<file path="src/rtl/keyboard_regs.sv">
// PS/2 keyboard receiver with a scancode FIFO and a STATUS/DATA/LAST register window.
// Latency: register reads are combinational; a frame is pushed 3 clk edges after its stop-bit ps2_clk fall.
// Backpressure: none toward the keyboard; a push into a full FIFO is dropped and sets sticky OVF.
// Optional feature: define KB_PARITY_CHECK_EN to enforce odd parity and report PERR.
module keyboard_regs #(
  parameter int FIFO_DEPTH     = 8,
  parameter int TIMEOUT_CYCLES = 50000
) (
  input  logic        clk,
  input  logic        rst_n,
  input  logic        kb_read,
  input  logic [7:0]  kb_addr,
  output logic [31:0] kb_rdata,
  input  logic        ps2_clk,
  input  logic        ps2_data
);

  localparam int PW = (FIFO_DEPTH > 1) ? $clog2(FIFO_DEPTH) : 1;
  localparam int CW = PW + 1;
  localparam int TW = $clog2(TIMEOUT_CYCLES + 1);

  typedef enum logic [1:0] {
    ST_IDLE   = 2'd0,
    ST_DATA   = 2'd1,
    ST_PARITY = 2'd2,
    ST_STOP   = 2'd3
  } rx_state_t;

  // Synchronizer and edge-detect state
  logic ps2_clk_s1_q, ps2_clk_s1_d;
  logic ps2_clk_s2_q, ps2_clk_s2_d;
  logic ps2_clk_prev_q, ps2_clk_prev_d;
  logic ps2_dat_s1_q, ps2_dat_s1_d;
  logic ps2_dat_s2_q, ps2_dat_s2_d;
  logic ps2_fall;

  // Receive FSM state
  rx_state_t  rx_state_q, rx_state_d;
  logic [2:0] bit_cnt_q, bit_cnt_d;
  logic [7:0] shift_q, shift_d;
  logic       parity_q, parity_d;
  logic [TW-1:0] tmo_q, tmo_d;
  logic       push_vld;
  logic [7:0] push_dat;
  logic       perr_set;

  // FIFO and sticky status state
  logic [7:0]    mem_q [FIFO_DEPTH];
  logic [7:0]    mem_d [FIFO_DEPTH];
  logic [PW-1:0] wr_ptr_q, wr_ptr_d;
  logic [PW-1:0] rd_ptr_q, rd_ptr_d;
  logic [CW-1:0] count_q, count_d;
  logic [7:0]    last_q, last_d;
  logic          ovf_q, ovf_d;
  logic          perr_q, perr_d;

  logic       full, nonempty, pop, push_ok, ovf_set, status_rd;
  logic [7:0] head;
  logic       addr_lsb_unused;

  // Byte lane bits of the address do not take part in decode
  assign addr_lsb_unused = ^kb_addr[1:0];

  // Synchronizers, falling-edge detect, receive FSM and idle timeout
  always_comb begin
    ps2_clk_s1_d   = ps2_clk;
    ps2_clk_s2_d   = ps2_clk_s1_q;
    ps2_clk_prev_d = ps2_clk_s2_q;
    ps2_dat_s1_d   = ps2_data;
    ps2_dat_s2_d   = ps2_dat_s1_q;
    ps2_fall       = ps2_clk_prev_q & ~ps2_clk_s2_q;

    rx_state_d = rx_state_q;
    bit_cnt_d  = bit_cnt_q;
    shift_d    = shift_q;
    parity_d   = parity_q;
    tmo_d      = tmo_q;
    push_vld   = 1'b0;
    push_dat   = shift_q;
    perr_set   = 1'b0;

    if (ps2_fall) begin
      tmo_d = '0;
      case (rx_state_q)
        ST_IDLE: begin
          if (!ps2_dat_s2_q) begin
            rx_state_d = ST_DATA;
            bit_cnt_d  = 3'd0;
          end
        end
        ST_DATA: begin
          // LSB arrives first, so shift in from the top
          shift_d = {ps2_dat_s2_q, shift_q[7:1]};
          if (bit_cnt_q == 3'd7) begin
            rx_state_d = ST_PARITY;
          end else begin
            bit_cnt_d = bit_cnt_q + 3'd1;
          end
        end
        ST_PARITY: begin
          parity_d   = ps2_dat_s2_q;
          rx_state_d = ST_STOP;
        end
        ST_STOP: begin
          rx_state_d = ST_IDLE;
`ifdef KB_PARITY_CHECK_EN
          push_vld = ps2_dat_s2_q & (^{shift_q, parity_q});
          perr_set = ~push_vld;
`else
          push_vld = ps2_dat_s2_q;
`endif
        end
        default: rx_state_d = ST_IDLE;
      endcase
    end else if (rx_state_q != ST_IDLE) begin
      // A stalled partial frame is abandoned silently; PERR is not touched
      if (tmo_q == TW'(TIMEOUT_CYCLES - 1)) begin
        rx_state_d = ST_IDLE;
        tmo_d      = '0;
      end else begin
        tmo_d = tmo_q + 1'b1;
      end
    end else begin
      tmo_d = '0;
    end
  end

  // FIFO push/pop, overflow handling and sticky status bits
  always_comb begin
    full      = (count_q == CW'(FIFO_DEPTH));
    nonempty  = (count_q != '0);
    head      = mem_q[rd_ptr_q];
    status_rd = kb_read && (kb_addr[7:2] == 6'd0);
    pop       = kb_read && (kb_addr[7:2] == 6'd1) && nonempty;
    // A pop in the same cycle frees the slot, so a full FIFO still accepts
    push_ok   = push_vld && (!full || pop);
    ovf_set   = push_vld && full && !pop;

    mem_d    = mem_q;
    wr_ptr_d = wr_ptr_q;
    rd_ptr_d = rd_ptr_q;
    count_d  = count_q;
    last_d   = last_q;

    if (push_ok) begin
      mem_d[wr_ptr_q] = push_dat;
      wr_ptr_d        = wr_ptr_q + 1'b1;
      last_d          = push_dat;
    end
    if (pop) begin
      rd_ptr_d = rd_ptr_q + 1'b1;
    end
    case ({push_ok, pop})
      2'b10:   count_d = count_q + 1'b1;
      2'b01:   count_d = count_q - 1'b1;
      default: count_d = count_q;
    endcase

    // Set beats clear when both happen in one cycle
    ovf_d  = (ovf_q  & ~status_rd) | ovf_set;
    perr_d = (perr_q & ~status_rd) | perr_set;
  end

  // Register read mux, purely combinational from address and state
  always_comb begin
    kb_rdata = 32'd0;
    case (kb_addr[7:2])
      6'd0: kb_rdata = {20'd0, 4'(count_q), 4'd0, perr_q, ovf_q, full, nonempty};
      6'd1: kb_rdata = nonempty ? {23'd0, 1'b1, head} : 32'd0;
      6'd2: kb_rdata = {24'd0, last_q};
      default: kb_rdata = 32'd0;
    endcase
  end

  // State registers with synchronous active-low reset
  always_ff @(posedge clk) begin
    if (!rst_n) begin
      ps2_clk_s1_q   <= 1'b1;
      ps2_clk_s2_q   <= 1'b1;
      ps2_clk_prev_q <= 1'b1;
      ps2_dat_s1_q   <= 1'b1;
      ps2_dat_s2_q   <= 1'b1;
      rx_state_q     <= ST_IDLE;
      bit_cnt_q      <= '0;
      shift_q        <= '0;
      parity_q       <= 1'b0;
      tmo_q          <= '0;
      for (int i = 0; i < FIFO_DEPTH; i++) begin
        mem_q[i] <= '0;
      end
      wr_ptr_q <= '0;
      rd_ptr_q <= '0;
      count_q  <= '0;
      last_q   <= '0;
      ovf_q    <= 1'b0;
      perr_q   <= 1'b0;
    end else begin
      ps2_clk_s1_q   <= ps2_clk_s1_d;
      ps2_clk_s2_q   <= ps2_clk_s2_d;
      ps2_clk_prev_q <= ps2_clk_prev_d;
      ps2_dat_s1_q   <= ps2_dat_s1_d;
      ps2_dat_s2_q   <= ps2_dat_s2_d;
      rx_state_q     <= rx_state_d;
      bit_cnt_q      <= bit_cnt_d;
      shift_q        <= shift_d;
      parity_q       <= parity_d;
      tmo_q          <= tmo_d;
      mem_q          <= mem_d;
      wr_ptr_q       <= wr_ptr_d;
      rd_ptr_q       <= rd_ptr_d;
      count_q        <= count_d;
      last_q         <= last_d;
      ovf_q          <= ovf_d;
      perr_q         <= perr_d;
    end
  end

endmodule
</file>
<file path="config.mk">
export PLATFORM = sky130hd
export DESIGN_NAME = keyboard_regs
export DESIGN_NICKNAME = d
export VERILOG_FILES = /design/src/rtl/keyboard_regs.sv
export SDC_FILE = /design/constraint.sdc
export NUM_CORES = 1
export LEC_CHECK = 0
export ABC_AREA = 1
export BUFFER_PORTS_ARGS = -buffer_cell sky130_fd_sc_hd__clkbuf_2
export CAP_MARGIN = 10
export CORE_MARGIN = 4
export CORE_UTILIZATION = 60
export CTS_CLUSTER_SIZE = 40
export DETAILED_ROUTE_END_ITERATION = 16
export GPL_TIMING_DRIVEN = 0
export PLACE_DENSITY = 0.79
export SLEW_MARGIN = 20
export SYNTH_ARGS = -nofsm -noshare
export SYNTH_HDL_FRONTEND = slang
export SYNTH_SLANG_ARGS = --single-unit
</file>
<file path="constraint.sdc">
create_clock -name clk -period 6.25 [get_ports clk]
set_input_delay 0.3125 -clock clk [delete_from_list [all_inputs] [get_ports clk]]
set_output_delay 0.3125 -clock clk [all_outputs]
set_load 0.01 [all_outputs]
</file>
Word level (Yosys, flattened, before mapping):

Cells that the tools add are included.
W data, S select, Z words.

* input bits: 13
* logic and storage cells: 98
* output and inout bits: 32
* flip-flop bits (word level): 118

* order comparisons: 3
* $add $sub $neg: 6
* bitwise logic cells: 10
* reduce and logical (&&, ||, !) cells: 22
* equality and inequality tests: 14
* muxes and demuxes: 20

Operators by type and width (number)
* $bwmux W64: 1
* $pmux W12 S3: 1
* $bmux W8 S3: 1
* $demux W8 S3: 1
* $mux W8: 3
* $add A16 B1 Y16 const B: 1
* $eq A16 B16 Y1 const B: 1
* $mux W2: 5
* $reduce_bool A2 Y1: 5
* $add A3 B1 Y3 const B: 3
* $mux W9: 1
* $ge A4 B4 Y1 const B: 2
* $not A3 Y4: 2
* $pmux W2 S4: 1
* $pmux W4 S2: 1
* $reduce_and A4 Y1: 2
* $logic_and A1 B1 Y1: 7
* $eq A2 B2 Y1 const B: 3
* $eq A6 B1 Y1 const B: 1
* $eq A6 B2 Y1 const B: 1
* $logic_not A6 Y1: 1
* $mux W3: 2
* $ne A3 B3 Y1 const B: 2
* $pmux W3 S2: 1
* other kinds (17): 26

Logic depth before layout (Yosys ltp):

* depth in word-level cells: 7
* mapped depth: 18
* gate-level depth less buffers: 16

Worst setup path after synthesis:

Ideal clock, no wire load.

* kind: input-to-reg
* from: input port kb_addr[6]
* to: register count_q[2]
* arrival: 2.034 ns
* setup time: 0.115 ns
* required time: 6.135 ns
* setup slack: 4.101 ns
* cell stages on the path: 17
* buffers on the path: 2
* cell sequence: inv_1 -> nand2_1 -> nor2_4 -> nand3_2 -> nand3_2 -> buf_12 -> nand2_8 -> buf_12 -> ha_1 -> nand2_1 -> inv_1 -> nor2_1 -> ha_1 -> a21oi_1 -> xnor2_1 -> o21ai_0 -> inv_1

* word-level cells in the longest chain between the ends: 7
* elaborated cells between the ends (all ways): 9
* those cells by class: eq/ne (3); mux (1); reduce/logical (5)

RTL lines
* from (decl): line 12 `input logic [7:0] kb_addr,`
* $eq A6 B1 Y1 *: line 134 `pop = kb_read && (kb_addr[7:2] == 6'd1) && nonempty;`
* $logic_and A1 B1 Y1 * (2 in series): line 134
* $logic_or A1 B1 Y1: line 136 `push_ok = push_vld && (!full || pop);`
* $logic_and A1 B1 Y1: line 136
* $eq A2 B1 Y1 or $eq A2 B2 Y1 (tied branches): line 153 `case ({push_ok, pop})`
* $pmux W4 S2 or $reduce_bool A2 Y1 (tied branches)
* to (signal assigned): line 211 `count_q <= count_d;`
* to (decl): line 52 `logic [CW-1:0] count_q, count_d;`

Every way passes the cells marked *; elsewhere a longest branch is shown, timed or not.
A chain may end at the register's enable or synchronous reset.

Worst setup path in the final report:

* from: register rd_ptr_q[0]
* to: output port kb_rdata[7]

* word-level cells in the longest chain between the ends: 6

RTL lines
* from (decl): line 51 `logic [PW-1:0] rd_ptr_q, rd_ptr_d;`
* from (signal assigned): line 210 `rd_ptr_q <= rd_ptr_d;`
* $not A3 Y4 (implied by the code): line 132 `head = mem_q[rd_ptr_q];`
* $bmux W8 S3: line 132
* $mux W8 (implied by the code) (2 in series): line 132
* $mux W9: line 169 `6'd1: kb_rdata = nonempty ? {23'd0, 1'b1, head} : 32'd0;`
* $pmux W12 S3: line 167 `case (kb_addr[7:2])`
* to (decl): line 13 `output logic [31:0] kb_rdata,`

No other way between the ends. The select of a mux whose other input is x is not followed.

==> out/results.tsv <==
metric	value	unit
area grow syn2layout	13.7	%
Crit Path Max Fanout	10	
Cell Area, Placed	7020	um^2
Crit Path Category	flop to primary output	
CTS buffer count	17	
area share of the largest cell type after synthesis	35.4	%
cell taking the most area after synthesis	dfxtp_1	
final total power	1.70	mW
number of H-tree levels	4	
crit-path leading delay family	buffers and inverters	
peak supply drop	0.184	mV
hold endpoint	perr_q$_SDFF_PN0_	
Yosys reg bits	118	
largest net degree at the start of global routing	17	
final net count	1063	
dpl hpwl	11800	um
Leakage Power	3.36	nW
Final Cell Area	7580	um^2
gr usage total	27.3	%
Seq/Total Area, Yosys	35.4	%
Hold Crit Start	kb_read	
R2R depth	14	
Rel. slew slack	61.8	%
CP cell instances	clkbuf_2, clkbuf_1, a21oi_1, o21ai_0, nand3_1, nand3_1, nand2_1, clkbuf_2	
initial core utilization	61.5	%
first-pass GRT wire length	28000	um
Wirelength per Cell	14.2	um
clk buf depth	2	
RSZ-0062 raised after global routing	no	
Clk Latency, worst-skew pair	0.52	ns
number of I/O port buffers	21	
Max Cap Viol	0	
hold path cells	2	
Post-Syn Area	6670	um^2
final setup fails	0	
Yosys warnings	0	
startpoint types	flop	
Post-CTS Setup Inserts	0	
Syn Area/Cell	6.82	um^2
most frequent cells in the layout	nand2_1 (197), inv_1 (166), nor2_1 (122), dfxtp_1 (118), nand4_1 (69)	
Die ar.	12900	um^2
CP bufs+invs	3	
Diodes inserted	0	
Routed WL	16800	um
Tcrit/Tclk final	42.6	%
Core Region	10800	um^2
clock root buffer master	clkbuf_8	
via count	6331	
Top FF cell, synth	dfxtp_1	
Post-synth EDFFs	0	
CP max stage delay	0.45	ns
pwr dens	225	nW/um^2
asr flop ratio synth	0	%
Final Max Slew Viols	0	
FF-to-FF setup slack	3.88	ns
post-synthesis instance total	977	
Cell variety after synth	41	
Synth area leaders	dfxtp_1 (35%), nand2_1 (11%), inv_1 (9.3%)	
Worst Slack Setup Final	3.59	ns
Critical-path top delay cell	clkbuf_1	
cts hold-fix bufs	2	
share of layout cells above drive strength 1	12.9	%
Setup WS pre-CTS	3.79	ns
vias per inst	5.33	
vias in the first global route	5741	
Worst R2R End	count_q[2]$_SDFFE_PN0P_	
Post-DRT Antenna Nets	0	
grt total ovfl	0	
Resize count post-CTS	0	
clk sinks	118	
worst slew pin tran	0.574	ns
outcome	completed	
Fmax achieved	0.376	GHz
commonest non-fill, non-tap cell in the layout	nand2_1	
setup TNS	0	ns
Clock transition at path regs	0.05	ns
IO Count	45	
DRC Markers	0	
GP Congestion	0.927	
Worst setup EP type	primary output	
row count	38	
multi-input logic area	3230	um^2
arrival time worst endpoint	2.35	ns
Register Area	2360	um^2
Die H	113	um
initial antenna violation count	0	
DR pass1 iterations	6	
worst r2r src	count_q[0]$_SDFFE_PN0P_	
Starting DRT DRC Count	492	
final hold viol count	0	
HP Class	input pin to flop	
Worst Skew	0.00551	ns
Filler cells	951	
Worst Path Required	5.94	ns
Tmin final	2.66	ns
CTS tree	done	
Die Wd	113	um
[cells by family (layout without fill, tap and decap cells)]
logic type                 count (synthesis)  count (layout)  synth area share, %
AOI/OAI and AO/OA                        125             125                 9.69
other                                      1              20               0.0563
buffers and inverters                    244             296                 17.1
adders and majority gates                 12              12                 2.25
DFF                                      118             118                 35.4
xor gates and xnor gates                   6               6                0.789
and+or+nand+nor                          471             471                 34.6
[registers in the layout (all words and copies together), names as in the netlist]
signal          cells
ps2_clk_prev_d      1
wr_ptr_q            3
mem_q              64
ps2_clk_prev_q      1
count_q             4
rx_state_q          2
last_q              8
bit_cnt_q           3
push_dat            8
rd_ptr_q            3
perr_q              1
ps2_dat_s2_q        1
ps2_dat_s1_q        1
ovf_q               1
tmo_q              16
ps2_clk_s1_q        1
[power breakdown]
part / switching, mW / total [mW] / internal (mW) / leakage (nW)
registers: 0.000907 / 0.756 / 0.755 / 0.951
logic: 0.0329 / 0.0545 / 0.0216 / 2.14
clock network: 0.324 / 0.895 / 0.571 / 0.270
[routing by layer]
metal	up-vias	routed length, um	track usage [%]
met5	-	0	0
met4	0	531	11.0
met3	57	1710	7.27
met2	289	7460	43.1
met1	2805	7110	35.8
li1	3180	-	-
[how the worst max path moves through the flow]
stage	startpoint	endpoint	slack (ns)	cells past startpoint
after floorplan	kb_addr[6]	count_q[2]$_SDFFE_PN0P_	4.10	17
after global placement	kb_addr[6]	count_q[2]$_SDFFE_PN0P_	3.85	18
after detailed placement	kb_addr[6]	count_q[2]$_SDFFE_PN0P_	3.79	18
after CTS	rd_ptr_q[0]$_SDFFE_PN0P_	kb_rdata[7]	3.63	8
after global routing	rd_ptr_q[0]$_SDFFE_PN0P_	kb_rdata[5]	3.47	8
final	rd_ptr_q[0]$_SDFFE_PN0P_	kb_rdata[7]	3.59	8
[synthesized netlist by cell type, types with 2 or more instances]
cell type    n
o21a_1       2
o21ai_1      8
buf_2       11
dfxtp_1    118
nand3_2      2
inv_1      166
nand4_1     69
xor2_1       3
buf_12       2
nand3_4      8
or2_2        9
clkbuf_1     9
buf_1        6
nor3_1       4
buf_6       12
buf_4       23
nor3b_1      3
o21ai_0     51
nor2_1     122
nand2_1    197
a22oi_1      2
nand3_1     41
a21oi_1     58
ha_1        12
nor3_4       9
clkinv_1     9
nor2_4       2
inv_2        4
xnor2_1      3
[cell type report]
| class | instances | share of cell area (%) |
|---|---|---|
| Multi-Input combinational cell | 634 | 42.7 |
| Sequential cell | 118 | 31.2 |
| Inverter | 180 | 8.95 |
| Clock buffer | 25 | 6.52 |
| Buffer | 64 | 6.13 |
| Tap cell | 140 | 2.31 |
| Timing Repair Buffer | 23 | 1.65 |
| Clock inverter | 4 | 0.595 |
[per-stage QoR]
stage / util, % / std cells / hold WS, ns
floorplan: - / 996 / 0.393
global placement: 64.7 / 1157 / 0.402
detailed placement: 64.7 / 1157 / 0.408
CTS: 69.9 / 1188 / 0.00605
global route: 69.9 / 1188 / 0.0324
finish: 69.9 / 1188 / 0.0187
No activity file was read; power rests on OpenSTA's default activity.
